===== src/rtl/memory_controller_if.sv =====
// memory_controller_if: LSB/IF request ports and the byte-wide RAM/IO bus
interface memory_controller_if;
  logic        lsb_flag;
  logic        lsb_op;
  logic [31:0] lsb_addr;
  logic [2:0]  lsb_len;
  logic [31:0] lsb_data;
  logic        lsb_done;
  logic [31:0] lsb_val;
  logic        if_flag;
  logic [31:0] if_pc;
  logic        if_done;
  logic [31:0] if_inst;
  logic [7:0]  mem_din;
  logic [7:0]  mem_dout;
  logic [31:0] mem_a;
  logic        mem_wr;
  logic        io_buffer_full;
  modport slave (
    input  lsb_flag, lsb_op, lsb_addr, lsb_len, lsb_data, if_flag, if_pc, mem_din, io_buffer_full,
    output lsb_done, lsb_val, if_done, if_inst, mem_dout, mem_a, mem_wr
  );
  modport master (
    output lsb_flag, lsb_op, lsb_addr, lsb_len, lsb_data, if_flag, if_pc, mem_din, io_buffer_full,
    input  lsb_done, lsb_val, if_done, if_inst, mem_dout, mem_a, mem_wr
  );
endinterface


===== src/rtl/memory_controller.sv =====
// memory_controller: byte-serial LSB/IF responder on the RAM/IO bus; MC_IO_STALL_EN enables IO write stalls
module memory_controller #(
  parameter logic [1:0] IO_SEL = 2'b11,
  parameter int FETCH_LEN = 4
) (
  input  logic clk,
  input  logic rst,
  input  logic rdy_i,
  input  logic roll_i,
  memory_controller_if.slave bus
);
`ifdef MC_IO_STALL_EN
  localparam bit IO_STALL = 1'b1;
`else
  localparam bit IO_STALL = 1'b0;
`endif
  typedef enum logic [1:0] {IDLE, READ, WRITE} state_e;
  state_e state_q, state_d;
  logic src_q, src_d;
  logic [2:0] cnt_q, cnt_d, len_q, len_d;
  logic [31:0] addr_q, addr_d, data_q, data_d, buf_q, buf_d;
  logic [31:0] mem_a_q, mem_a_d, lsb_val_q, lsb_val_d, if_inst_q, if_inst_d;
  logic [7:0] mem_dout_q, mem_dout_d;
  logic mem_wr_q, mem_wr_d, lsb_done_q, lsb_done_d, if_done_q, if_done_d;
  logic stall, go, last, accept, acc_wr;
  logic [31:0] nxt_a, rd_buf;
  assign stall = IO_STALL && state_q == WRITE && mem_a_q[17:16] == IO_SEL && bus.io_buffer_full;
  assign go = rdy_i && !stall;
  assign last = cnt_q == len_q - 3'd1;
  assign nxt_a = addr_q + 32'(cnt_q) + 32'd1;
  assign rd_buf = buf_q | (32'(bus.mem_din) << {cnt_q, 3'b000});
  assign accept = !lsb_done_q && !if_done_q && !roll_i && (bus.lsb_flag || bus.if_flag);
  assign acc_wr = bus.lsb_flag && bus.lsb_op;
  always_comb begin
    state_d = state_q;
    src_d = src_q;
    cnt_d = cnt_q;
    len_d = len_q;
    addr_d = addr_q;
    data_d = data_q;
    buf_d = buf_q;
    mem_a_d = mem_a_q;
    mem_dout_d = mem_dout_q;
    mem_wr_d = mem_wr_q;
    lsb_val_d = lsb_val_q;
    if_inst_d = if_inst_q;
    lsb_done_d = 1'b0;
    if_done_d = 1'b0;
    case (state_q)
      IDLE: if (accept) begin
        src_d = !bus.lsb_flag;
        addr_d = bus.lsb_flag ? bus.lsb_addr : bus.if_pc;
        len_d = bus.lsb_flag ? bus.lsb_len : 3'(FETCH_LEN);
        data_d = bus.lsb_data;
        cnt_d = '0;
        buf_d = '0;
        mem_a_d = bus.lsb_flag ? bus.lsb_addr : bus.if_pc;
        mem_dout_d = bus.lsb_data[7:0];
        mem_wr_d = acc_wr;
        state_d = acc_wr ? WRITE : READ;
      end
      READ: if (roll_i) begin
        state_d = IDLE;
        mem_a_d = '0;
        mem_wr_d = 1'b0;
      end else if (last) begin
        state_d = IDLE;
        mem_a_d = '0;
        lsb_done_d = !src_q;
        if_done_d = src_q;
        lsb_val_d = src_q ? lsb_val_q : rd_buf;
        if_inst_d = src_q ? rd_buf : if_inst_q;
      end else begin
        buf_d = rd_buf;
        mem_a_d = nxt_a;
        cnt_d = cnt_q + 3'd1;
      end
      WRITE: if (last) begin
        state_d = IDLE;
        mem_a_d = '0;
        mem_wr_d = 1'b0;
        lsb_done_d = 1'b1;
      end else begin
        mem_a_d = nxt_a;
        mem_dout_d = 8'(data_q >> {cnt_q + 3'd1, 3'b000});
        cnt_d = cnt_q + 3'd1;
      end
      default: state_d = IDLE;
    endcase
  end
  always_ff @(posedge clk)
    if (rst) begin
      state_q <= IDLE;
      src_q <= 1'b0;
      cnt_q <= '0;
      len_q <= '0;
      addr_q <= '0;
      data_q <= '0;
      buf_q <= '0;
      mem_a_q <= '0;
      mem_dout_q <= '0;
      mem_wr_q <= 1'b0;
      lsb_done_q <= 1'b0;
      lsb_val_q <= '0;
      if_done_q <= 1'b0;
      if_inst_q <= '0;
    end else if (go) begin
      state_q <= state_d;
      src_q <= src_d;
      cnt_q <= cnt_d;
      len_q <= len_d;
      addr_q <= addr_d;
      data_q <= data_d;
      buf_q <= buf_d;
      mem_a_q <= mem_a_d;
      mem_dout_q <= mem_dout_d;
      mem_wr_q <= mem_wr_d;
      lsb_done_q <= lsb_done_d;
      lsb_val_q <= lsb_val_d;
      if_done_q <= if_done_d;
      if_inst_q <= if_inst_d;
    end
  assign bus.lsb_done = lsb_done_q;
  assign bus.lsb_val = lsb_val_q;
  assign bus.if_done = if_done_q;
  assign bus.if_inst = if_inst_q;
  assign bus.mem_a = mem_a_q;
  assign bus.mem_dout = mem_dout_q;
  assign bus.mem_wr = mem_wr_q && go;
endmodule

===== src/flat_wrapper.sv =====
// flat-port wrapper written by rule: the top's interface ports become plain ports
module memory_controller_flat 
#(
  parameter logic [1:0] IO_SEL = 2'b11,
  parameter int FETCH_LEN = 4
)
  (clk, rst, rdy_i, roll_i, bus_lsb_flag, bus_lsb_op, bus_lsb_addr, bus_lsb_len, bus_lsb_data, bus_if_flag, bus_if_pc, bus_mem_din, bus_io_buffer_full, bus_lsb_done, bus_lsb_val, bus_if_done, bus_if_inst, bus_mem_dout, bus_mem_a, bus_mem_wr);
  memory_controller_if bus_i ();
  input  logic clk;
  input  logic rst;
  input  logic rdy_i;
  input  logic roll_i;
  input wire logic [$bits(bus_i.lsb_flag)-1:0] bus_lsb_flag;
  input wire logic [$bits(bus_i.lsb_op)-1:0] bus_lsb_op;
  input wire logic [$bits(bus_i.lsb_addr)-1:0] bus_lsb_addr;
  input wire logic [$bits(bus_i.lsb_len)-1:0] bus_lsb_len;
  input wire logic [$bits(bus_i.lsb_data)-1:0] bus_lsb_data;
  input wire logic [$bits(bus_i.if_flag)-1:0] bus_if_flag;
  input wire logic [$bits(bus_i.if_pc)-1:0] bus_if_pc;
  input wire logic [$bits(bus_i.mem_din)-1:0] bus_mem_din;
  input wire logic [$bits(bus_i.io_buffer_full)-1:0] bus_io_buffer_full;
  output wire logic [$bits(bus_i.lsb_done)-1:0] bus_lsb_done;
  output wire logic [$bits(bus_i.lsb_val)-1:0] bus_lsb_val;
  output wire logic [$bits(bus_i.if_done)-1:0] bus_if_done;
  output wire logic [$bits(bus_i.if_inst)-1:0] bus_if_inst;
  output wire logic [$bits(bus_i.mem_dout)-1:0] bus_mem_dout;
  output wire logic [$bits(bus_i.mem_a)-1:0] bus_mem_a;
  output wire logic [$bits(bus_i.mem_wr)-1:0] bus_mem_wr;
  assign bus_i.lsb_flag = bus_lsb_flag;
  assign bus_i.lsb_op = bus_lsb_op;
  assign bus_i.lsb_addr = bus_lsb_addr;
  assign bus_i.lsb_len = bus_lsb_len;
  assign bus_i.lsb_data = bus_lsb_data;
  assign bus_i.if_flag = bus_if_flag;
  assign bus_i.if_pc = bus_if_pc;
  assign bus_i.mem_din = bus_mem_din;
  assign bus_i.io_buffer_full = bus_io_buffer_full;
  assign bus_lsb_done = bus_i.lsb_done;
  assign bus_lsb_val = bus_i.lsb_val;
  assign bus_if_done = bus_i.if_done;
  assign bus_if_inst = bus_i.if_inst;
  assign bus_mem_dout = bus_i.mem_dout;
  assign bus_mem_a = bus_i.mem_a;
  assign bus_mem_wr = bus_i.mem_wr;
  memory_controller #(.IO_SEL(IO_SEL), .FETCH_LEN(FETCH_LEN)) u_core (.clk(clk), .rst(rst), .rdy_i(rdy_i), .roll_i(roll_i), .bus(bus_i));
endmodule

===== config.mk =====
export PLATFORM = sky130hd
export DESIGN_NAME = memory_controller_flat
export DESIGN_NICKNAME = d
export VERILOG_FILES = /design/src/rtl/memory_controller_if.sv /design/src/rtl/memory_controller.sv /design/src/flat_wrapper.sv
export SDC_FILE = /design/constraint.sdc
export NUM_CORES = 1
export LEC_CHECK = 0
export BUFFER_PORTS_ARGS = -buffer_cell sky130_fd_sc_hd__clkbuf_2
export CAP_MARGIN = 20
export CORE_MARGIN = 2
export CORE_UTILIZATION = 45
export DETAILED_ROUTE_END_ITERATION = 10
export GPL_TIMING_DRIVEN = 0
export PLACE_DENSITY = 0.69
export SETUP_SLACK_MARGIN = 0.05
export SLEW_MARGIN = 20
export SYNTH_ARGS = -nofsm -noshare
export SYNTH_HDL_FRONTEND = slang
export SYNTH_SLANG_ARGS = --single-unit

===== constraint.sdc =====
create_clock -name clk -period 5.5 [get_ports clk]
set_clock_uncertainty 0.15 [all_clocks]
set_input_delay 0.275 -clock clk [delete_from_list [all_inputs] [get_ports clk]]
set_output_delay 0.275 -clock clk [all_outputs]
set_load 0.1 [all_outputs]

Yosys cells after proc, flatten, opt, wreduce, memory -nomap -nowiden
Index checks and enable logic that the tools add are counted.

storage, ports and cells
  register bits after elaboration = 212
  latch bits = 0
  memory bits (writable) = 0
  memory bits (read-only) = 0
  memories = 0

operators by class
  $add $sub $neg = 4
  $mul = 0
  divide/modulo/power cells = 0
  magnitude comparators = 0
  eq/ne operators = 9
  shifts and indexed selects = 2
  muxes and demuxes = 33
  bitwise logic cells = 3
  reductions and logical operators = 24

operators by type and width
  operator                                                         count
  32-bit two-way mux                                               7
  32-bit one-hot mux with 3 select lines                           1
  32-bit one-hot mux with 2 select lines                           1
  32-bit by 1-bit adder with 32-bit output, second input constant  1
  32-bit by 3-bit adder with 32-bit output                         1
  32-bit OR                                                        1
  8-bit by 6-bit << shifter with 32-bit output                     1
  32-bit by 6-bit right shift with 8-bit output                    1
  5-bit AND reduction                                              4
  8-bit two-way mux                                                2
  8-bit one-hot mux with 2 select lines                            1
  3-bit two-way mux                                                4
  1-bit two-way mux                                                9
  3-bit one-hot mux with 3 select lines                            1
  2-bit two-way mux                                                4
  2-bit != test, second input constant                             4
  4-bit AND reduction                                              2
  2-bit one-hot mux with 3 select lines                            1
  3-bit AND reduction                                              2
  1-bit logical AND                                                5
  1-bit logical NOT                                                5
  2-bit by 1-bit != test with 1-bit output, second input constant  2
  2-bit nonzero test                                               2
  3-bit by 1-bit adder with 3-bit output, second input constant    1
  other kinds (11)                                                 12

Depth between registers and ports, before layout
Gate-level depths: netlist of run 1.

  depth after elaboration = 6
  mapped depth = 10
  depth with buffers taken out = 9

Least setup slack after synthesis of run 1
Ideal clock, no wire load.

  kind = register to register
  from = register u_core.lsb_done_q (netlist: u_core.bus.lsb_done)
  to = register u_core.mem_a_q[30] (netlist: u_core.bus.mem_a[30])
  setup time = 0.131 ns
  arrival time = 2.299 ns
  data required time = 5.219 ns
  path slack = 2.920 ns
  stages on the path, launching flop included = 8
  buffers on the path = 2
  clock period less this slack = 2.580 ns
  cells stage by stage = dfxtp_1 > nor4b_4 > a2bb2oi_1 > buf_2 > or2_1 > clkbuf_1 > mux2i_1 > o41ai_2

between the ends
  longest elaborated chain between the ends = 6

RTL lines
  what                                                       RTL line                  source
  start: declaration                                         memory_controller.sv:24   logic mem_wr_q, mem_wr_d, lsb_done_q, lsb_done_d, if_done_q, if_done_d;
  start signal: assignment                                   memory_controller.sv:118  lsb_done_q <= lsb_done_d;
  1-bit logical NOT                                          memory_controller.sv:32   assign accept = !lsb_done_q && !if_done_q && !roll_i && (bus.lsb_flag || bus.if_flag);
  1-bit logical AND (3 in series)                            memory_controller.sv:32
  2-bit by 1-bit != test with 1-bit output (no source line)  -
  3-bit AND reduction (no source line)                       -
  end signal: assignment                                     memory_controller.sv:115  mem_a_q <= mem_a_d;
  end: declaration                                           memory_controller.sv:22   logic [31:0] mem_a_q, mem_a_d, lsb_val_q, lsb_val_d, if_inst_q, if_inst_d;

Every way passes these cells.
A chain may end at the register's enable or synchronous reset.

Final worst setup path of run 1
  from = register u_core.cnt_q[0]
  to = register u_core.mem_a_q[10] (netlist: u_core.bus.mem_a[10])

between the ends
  longest elaborated chain between the ends = 5
  elaborated cells between the ends (all ways) = 6
  classes of those cells = 2 x add/sub; 1 x eq/ne; 3 x mux

RTL lines
  what                                        RTL line                                          source
  start: declaration                          memory_controller.sv:20                           logic [2:0] cnt_q, cnt_d, len_q, len_d;
  start signal: assignment                    memory_controller.sv:110                          cnt_q <= cnt_d;
  32-bit by 3-bit adder with 32-bit output    memory_controller.sv:30                           assign nxt_a = addr_q + 32'(cnt_q) + 32'd1;
  32-bit by 1-bit adder with 32-bit output    memory_controller.sv:30
  32-bit two-way mux (*)                      memory_controller.sv:66, memory_controller.sv:78
  32-bit two-way mux                          memory_controller.sv:62                           READ: if (roll_i) begin
  32-bit one-hot mux with 3 select lines (*)  memory_controller.sv:49                           case (state_q)

Every way passes the cells marked *; elsewhere a longest branch is shown, timed or not.

==> impl_results.md, run 1 <==
- Highest Clock Rate: 359 MHz
- Setup Fix Bufs, Post-CTS: 0
- DRC viols: 0
- Wire length on met1: 13000 um
- Top-count cell post-synth: dfxtp_1
- RSZ-0062 raised after global routing: false
- Yosys top cell by area: dfxtp_1
- Initial antenna violation count: 1
- Die width: approximately 150 um
- P_leak: slightly below 5 nW
- Area Overhead vs Synth: 26.7%
- Vias in the first global route: 8367
- Syn. warnings: 0
- Final setup fails: 0
- Vias: 8987
- Cell Pwr Density: around 310 mW/mm^2
- Die Ht: 149 um
- Largest stage delay, worst path: 0.45 ns
- Mapped Area: 0.00946 sq mm
- Commonest cells post-synth: dfxtp_1, nor2_1, a211oi_1
- CP Launch Type: register
- H-tree depth: 1
- Routed wl met3: 1860 um
- Top_reg_cell synth: dfxtp_1
- Most area-consuming cells after synthesis: dfxtp_1, a211oi_1, nor2_1
- Top cell type's share of synthesized area: 0.449
- Clock Latency Late Sink: 0.52 ns
- Worst path top cell family by delay: buffers and inverters
- Status: finished clean
- Type of the most critical hold path: input port to register
- #FFs+latches synth: 212
- Worst Path Required: about 5.8 ns
- CP endpoint kind: register
- CTS Sinks: 212
- Num CTS Buffers: 23
- DR iter-0 viols: 657
- Area of the core: 0.0208 sq mm
- Synthesized area per cell: 9.01 sq um
- Minimum clock period: roughly 2.8 ns
- Actual slew at the worst max-slew pin: about 0.8 ns
- Worst reg-to-reg setup slack: 2.72 ns
- Cell Rows: 53
- Via density: 5.56
- Total GRT Usage: 0.255
- Part of the cycle the worst path needs: 0.506
- Slew Limit Fails: 0
- Final hold violations: 0
- DR WL met2: 13500 um
- Routed wire per std cell: 18.1 um
- Top sig layer: met4
- Synth Instances: 1050
- Clock root buffer master: clkbuf_16
- Post-DP HPWL: 21300 um
- EDFF count, synth: 0
- Largest net degree at the start of global routing: 14
- Gpl congestion: 0.918
- Rel. slew slack: 0.458
- Worst VDD drop: 0.211 mV
- Total Die Area: 0.0222 sq mm
- GR Overflow Total: 0
- CTS tree: done
- Maximum capacitance violations: 0
- Worst Path Max Fanout: 10
- CP bufs+invs: 3
- Nets: 1449
- Initial Util: 0.454
- Slowest stage cell, crit path: clkbuf_1
- Final WS setup: ~2.7 ns
- Mapped Nets: 1176
- Antenna Violating Nets Remaining: 0
- Port Buffers: 212
- Io pins: 222
- Clk buf depth: 3
- Worst EP arrival: 3.05 ns
- Setup Crit Path Kind: register to register
- Pre-CTS setup slack: 2.57 ns
- Post-synth ARST share: 0
- Share of layout cells above drive strength 1: 0.228
- Setup_tns: 0 ns
- Drt total wl: between 20000 and 30000 um
- DRT Pass-1 Iters: 5
- First-pass GRT wire length: 45100 um
- Register area share after synthesis: 0.449
- Post-synth cell types: 67
- Clock slew at reported path FFs: ~0.060 ns
- Critical Path Most Common Cell: inv_1
- Critical path, cell by cell: inv_1, ha_1, inv_1, fa_1, a21oi_1, clkbuf_1, nor3_1, xnor2_1, o221ai_1, o211a_1
==> logic make-up after synthesis <==
group                    synth area share
adder cells (fa/ha/maj)            0.0153
XOR/XNOR                           0.0218
AO/OA/AOI/OAI                       0.242
buffers and inverters              0.0546
AND/OR/NAND/NOR                     0.163
multiplexers                       0.0540
flip-flops                          0.449
==> cell type report <==
type,instances,area [sq um]
inverters,17,63.8
clock inverters,9,82.6
repair buffers,248,1420
well taps,275,344
plain buffers,98,453
diodes,1,2.50
clock buffers,33,663
flip-flops and latches,212,4240
fillers,1935,8840
multi-input cells,723,4710
==> sequential cells by signal, indices dropped and copies added, names as in the netlist, 3 cells and up <==
register             flops
u_core.data_q           32
u_core.bus.mem_a        32
u_core.addr_q           32
u_core.bus.lsb_val      32
u_core.bus.if_inst      32
u_core.cnt_q             3
u_core.len_q             3
u_core.bus.mem_dout      8
u_core.buf_q            32
==> worst paths after layout <==
| path | startpoint | end | depth (start not counted) |
|---|---|---|---|
| max | u_core.cnt_q[0] | u_core.bus.mem_a[10] | 10 |
| min | bus_if_pc[7] | u_core.addr_q[7] | 3 |
| max reg2reg | u_core.cnt_q[0] | u_core.bus.mem_a[10] | 10 |
| min reg2reg | u_core.data_q[7] | u_core.data_q[7] | 2 |
==> layout by cell type, fill, tap and decap left out, types with 23 or more instances in the layout <==
cell           netlist  routed
clkbuf_2             2     214
dfxtp_1            212     212
nor2_1             161     161
a211oi_1           123     123
nand2_1             82      82
a21oi_1             75      75
clkbuf_1            54      59
dlygate4sd3_1        0      36
mux2i_1             33      33
a22o_1              32      32
clkbuf_16            0      23
==> report_power, final <==
part	total [mW]	switching [mW]	internal, mW
Clock	1.52	0.633	0.889
Sequential	1.64	0.0458	1.59
Combinational	0.579	0.414	0.164
Total	3.74	1.09	2.65
==> worst reg2reg max path, delay by kind of cell (launching register included) <==
family          cells  cell delay (ns)
xor+xnor            1             0.19
buf+inv             3             0.70
flops               1             0.36
fa+ha+maj           2             0.60
compound gates      3             0.54
simple gates        1             0.15
==> timing repair <==
item	4_1_cts	5_1_grt
hold buffers	36	0
gates resized for setup	0	0
endpoints found under the hold margin	36	0
==> metal layers <==
metal	vias to the layer above	global-route usage
li1	4372	-
met1	4226	0.356
met2	329	0.415
met3	60	0.0318
met4	0	0.0786
met5	-	0
==> stage by stage <==
| stage | instances | util | hold slack (ns) | power, mW | cell area [sq um] |
|---|---|---|---|---|---|
| after floorplan | 1050 | - | 0.261 | 2.07 | 9460 |
| after global placement | 1537 | 0.522 | 0.290 | 2.22 | 10900 |
| after detailed placement | 1537 | 0.522 | 0.297 | 2.22 | 10900 |
| after CTS | 1615 | 0.575 | 0.00283 | 3.75 | 12000 |
| after global routing | 1616 | 0.576 | 0.0314 | 3.85 | 12000 |
| final | 1616 | 0.576 | 0.00865 | 3.74 | 12000 |
Power figures use the tool's default switching activity.
==> inputs of run 2 (changes only) <==
- PLACE_DENSITY: 0.69 -> 0.71
- clock period: 5.5 -> 2.5 ns (I/O delays scaled with it)
==> run 2 against run 1 <==
Effect of this change:
- non-clock buffer count grew 87
- clock power grew 120%
- die area is the same
- critical path type unchanged
- largest power group unchanged
- highest routed layer unchanged
==> impl_results.md, run 2 (same netlist as run 1, synthesis figures left out) <==
- Hold worst-path end: u_core.bus.mem_a[27]
- Largest net degree at the start of global routing: 14 (unchanged)
- Via density: 5.61 (+0.97%)
- Worst Path Max Fanout: 5 (-5)
- Port Buffers: 212 (unchanged)
- Initial antenna violation count: 1 (unchanged)
- Setup Crit Path Kind: register to register
- Drt total wl: 30700 um (+5.2%)
- Die Ht: 149 um (unchanged)
- Fill cell count: 1764 (-8.8%)
- Critical R2R Capture: u_core.bus.mem_a[22]
- DR iter-0 viols: 575 (-12%)
- Total GRT Usage: 0.267 (+0.0123)
- Cell Rows: 53 (unchanged)
- Clock root buffer master: clkbuf_16
- Area Overhead vs Synth: 37.3%
- Worst VDD drop: 0.468 mV (+120%)
- Worst Path Required: 2.77 ns (-2.99 ns)
- Maximum capacitance violations: 0 (unchanged)
- First-pass GRT wire length: 47400 um (+5.1%)
- Actual slew at the worst max-slew pin: 0.789 ns (-0.0241 ns)
- DRC viols: 0 (unchanged)
- Rel. slew slack: 0.474 (+0.0161)
- Clock Latency Late Sink: 0.51 ns (about the same)
- DRT Pass-1 Iters: 6 (+1)
- Part of the cycle the worst path needs: 0.959 (+0.453)
- Nets: 1536 (+6.0%)
- Total Die Area: 0.0222 sq mm (unchanged)
- Initial Util: 0.454 (unchanged)
- Type of the most critical hold path: input port to register
- Pre-CTS setup slack: -0.294 ns (-2.87 ns)
- Most frequent cells in the layout: clkbuf_2, dfxtp_1, nor2_1
- Clock slew at reported path FFs: 0.06 ns (about the same)
- RSZ-0062 raised after global routing: true
- Setup_tns: 0 ns (unchanged)
- CP Launch Type: register
- CTS tree: done
- Final setup fails: 0 (unchanged)
- Most common cell after layout, fill and taps aside: clkbuf_2
- Status: finished clean
- Gpl congestion: 0.931 (+1.4%)
- Post-DP HPWL: 21400 um (+0.81%)
- Hold Path Depth: 5 (+2)
- P_leak: 5.23 nW (+8.9%)
- Minimum clock period: 2.40 ns (-0.386 ns)
- CTS Sinks: 212 (unchanged)
- Vias: 9551 (+6.3%)
- Share of layout cells above drive strength 1: 0.247 (+0.0187)
- Routed wire per std cell: 18.1 um (-0.10%)
- Finished Layout Cells: 1701 (+5.3%)
- Worst EP arrival: 2.67 ns (-0.38 ns)
- Worst reg2reg path depth: 10 (unchanged)
- Final WS setup: 0.103 ns (-2.61 ns)
- Total power: 8.31 mW (+120%)
- H-tree depth: 1 (unchanged)
- Antenna Violating Nets Remaining: 0 (unchanged)
- Slew Limit Fails: 0 (unchanged)
- Worst R2R Start: u_core.cnt_q[0]
- Placed Cells: 1537 (unchanged)
- Area of the core: 0.0208 sq mm (unchanged)
- GR Overflow Total: 0 (unchanged)
- Worst reg-to-reg setup slack: 0.10 ns (-2.61 ns)
- Final hold violations: 0 (unchanged)
- Clk buf depth: 3 (unchanged)
- Num CTS Buffers: 23 (unchanged)
- Hold Startpoint: bus_lsb_addr[27]
- Io pins: 222 (unchanged)
- Cell Pwr Density: 639 mW/mm^2 (+100%)
- Vias in the first global route: 9055 (+8.2%)
- CP endpoint kind: register
- Highest Clock Rate: 417 MHz (+16%)
- Die width: 149 um (unchanged)
run 2: metal layers:
metal	GRT usage	wire [um]
met2	0.446	14400
met1	0.353	13000
met5	0	0
met4	0.110	1190
met3	0.0318	2120
run 2: what timing repair did:
item                                    CTS  global route
endpoints found under the hold margin   128             0
hold buffers                            117             0
endpoints found under the setup margin   14           162
setup buffers                             3             5
resized for setup                        11            53
pin swaps                                 4             7
run 2: layout make-up:
type                    instances  area, sq um  share of cell area
clock inverters                 7         70.1             0.00539
inverters                      17         63.8             0.00491
diodes                          1         2.50            0.000193
multi-input cells             723         4800               0.370
repair buffers                338         2300               0.177
flip-flops and latches        212         4250               0.327
plain buffers                  95          498              0.0383
clock buffers                  33          663              0.0510
well taps                     275          344              0.0265
run 2: worst max-delay path, cell delays in order, from the launching register on:
cell and delay, ns:
dfxtp_2 0.38, inv_2 0.08, ha_1 0.19, inv_1 0.07, fa_2 0.23, a21o_1 0.21
nand4_1 0.22, buf_4 0.21, nor4_2 0.26, o21ai_2 0.09, a211oi_1 0.22
run 2: how the worst max path moves through the flow:
| stage | startpoint | end | cells past startpoint |
|---|---|---|---|
| detailed placement | bus_lsb_flag | u_core.bus.mem_a[30] | 7 |
| finish | u_core.cnt_q[0] | u_core.bus.mem_a[22] | 10 |
| CTS | u_core.cnt_q[0] | u_core.bus.mem_a[22] | 9 |
| global placement | bus_lsb_flag | u_core.bus.mem_a[30] | 7 |
| global route | u_core.cnt_q[2] | u_core.bus.mem_a[20] | 8 |
| floorplan | u_core.cnt_q[0] | u_core.bus.mem_a[10] | 10 |
run 2: stage by stage:
step | cell area (sq um) | hold WS (ns) | util
detailed placement | 10900 | 0.205 | 0.522
CTS | 12800 | 0.00101 | 0.616
finish | 13000 | 0.00948 | 0.624
floorplan | 9460 | 0.111 | -
global route | 13000 | 0.0712 | 0.624
global placement | 10900 | 0.201 | 0.522
run 2: where the power goes:
part | switching, mW | total (mW) | internal, mW | leakage [nW]
combinational | 0.944 | 1.41 | 0.464 | 3.14
sequential | 0.103 | 3.61 | 3.50 | 1.73
clock | 1.35 | 3.29 | 1.95 | 0.360
total | 2.39 | 8.31 | 5.91 | 5.23
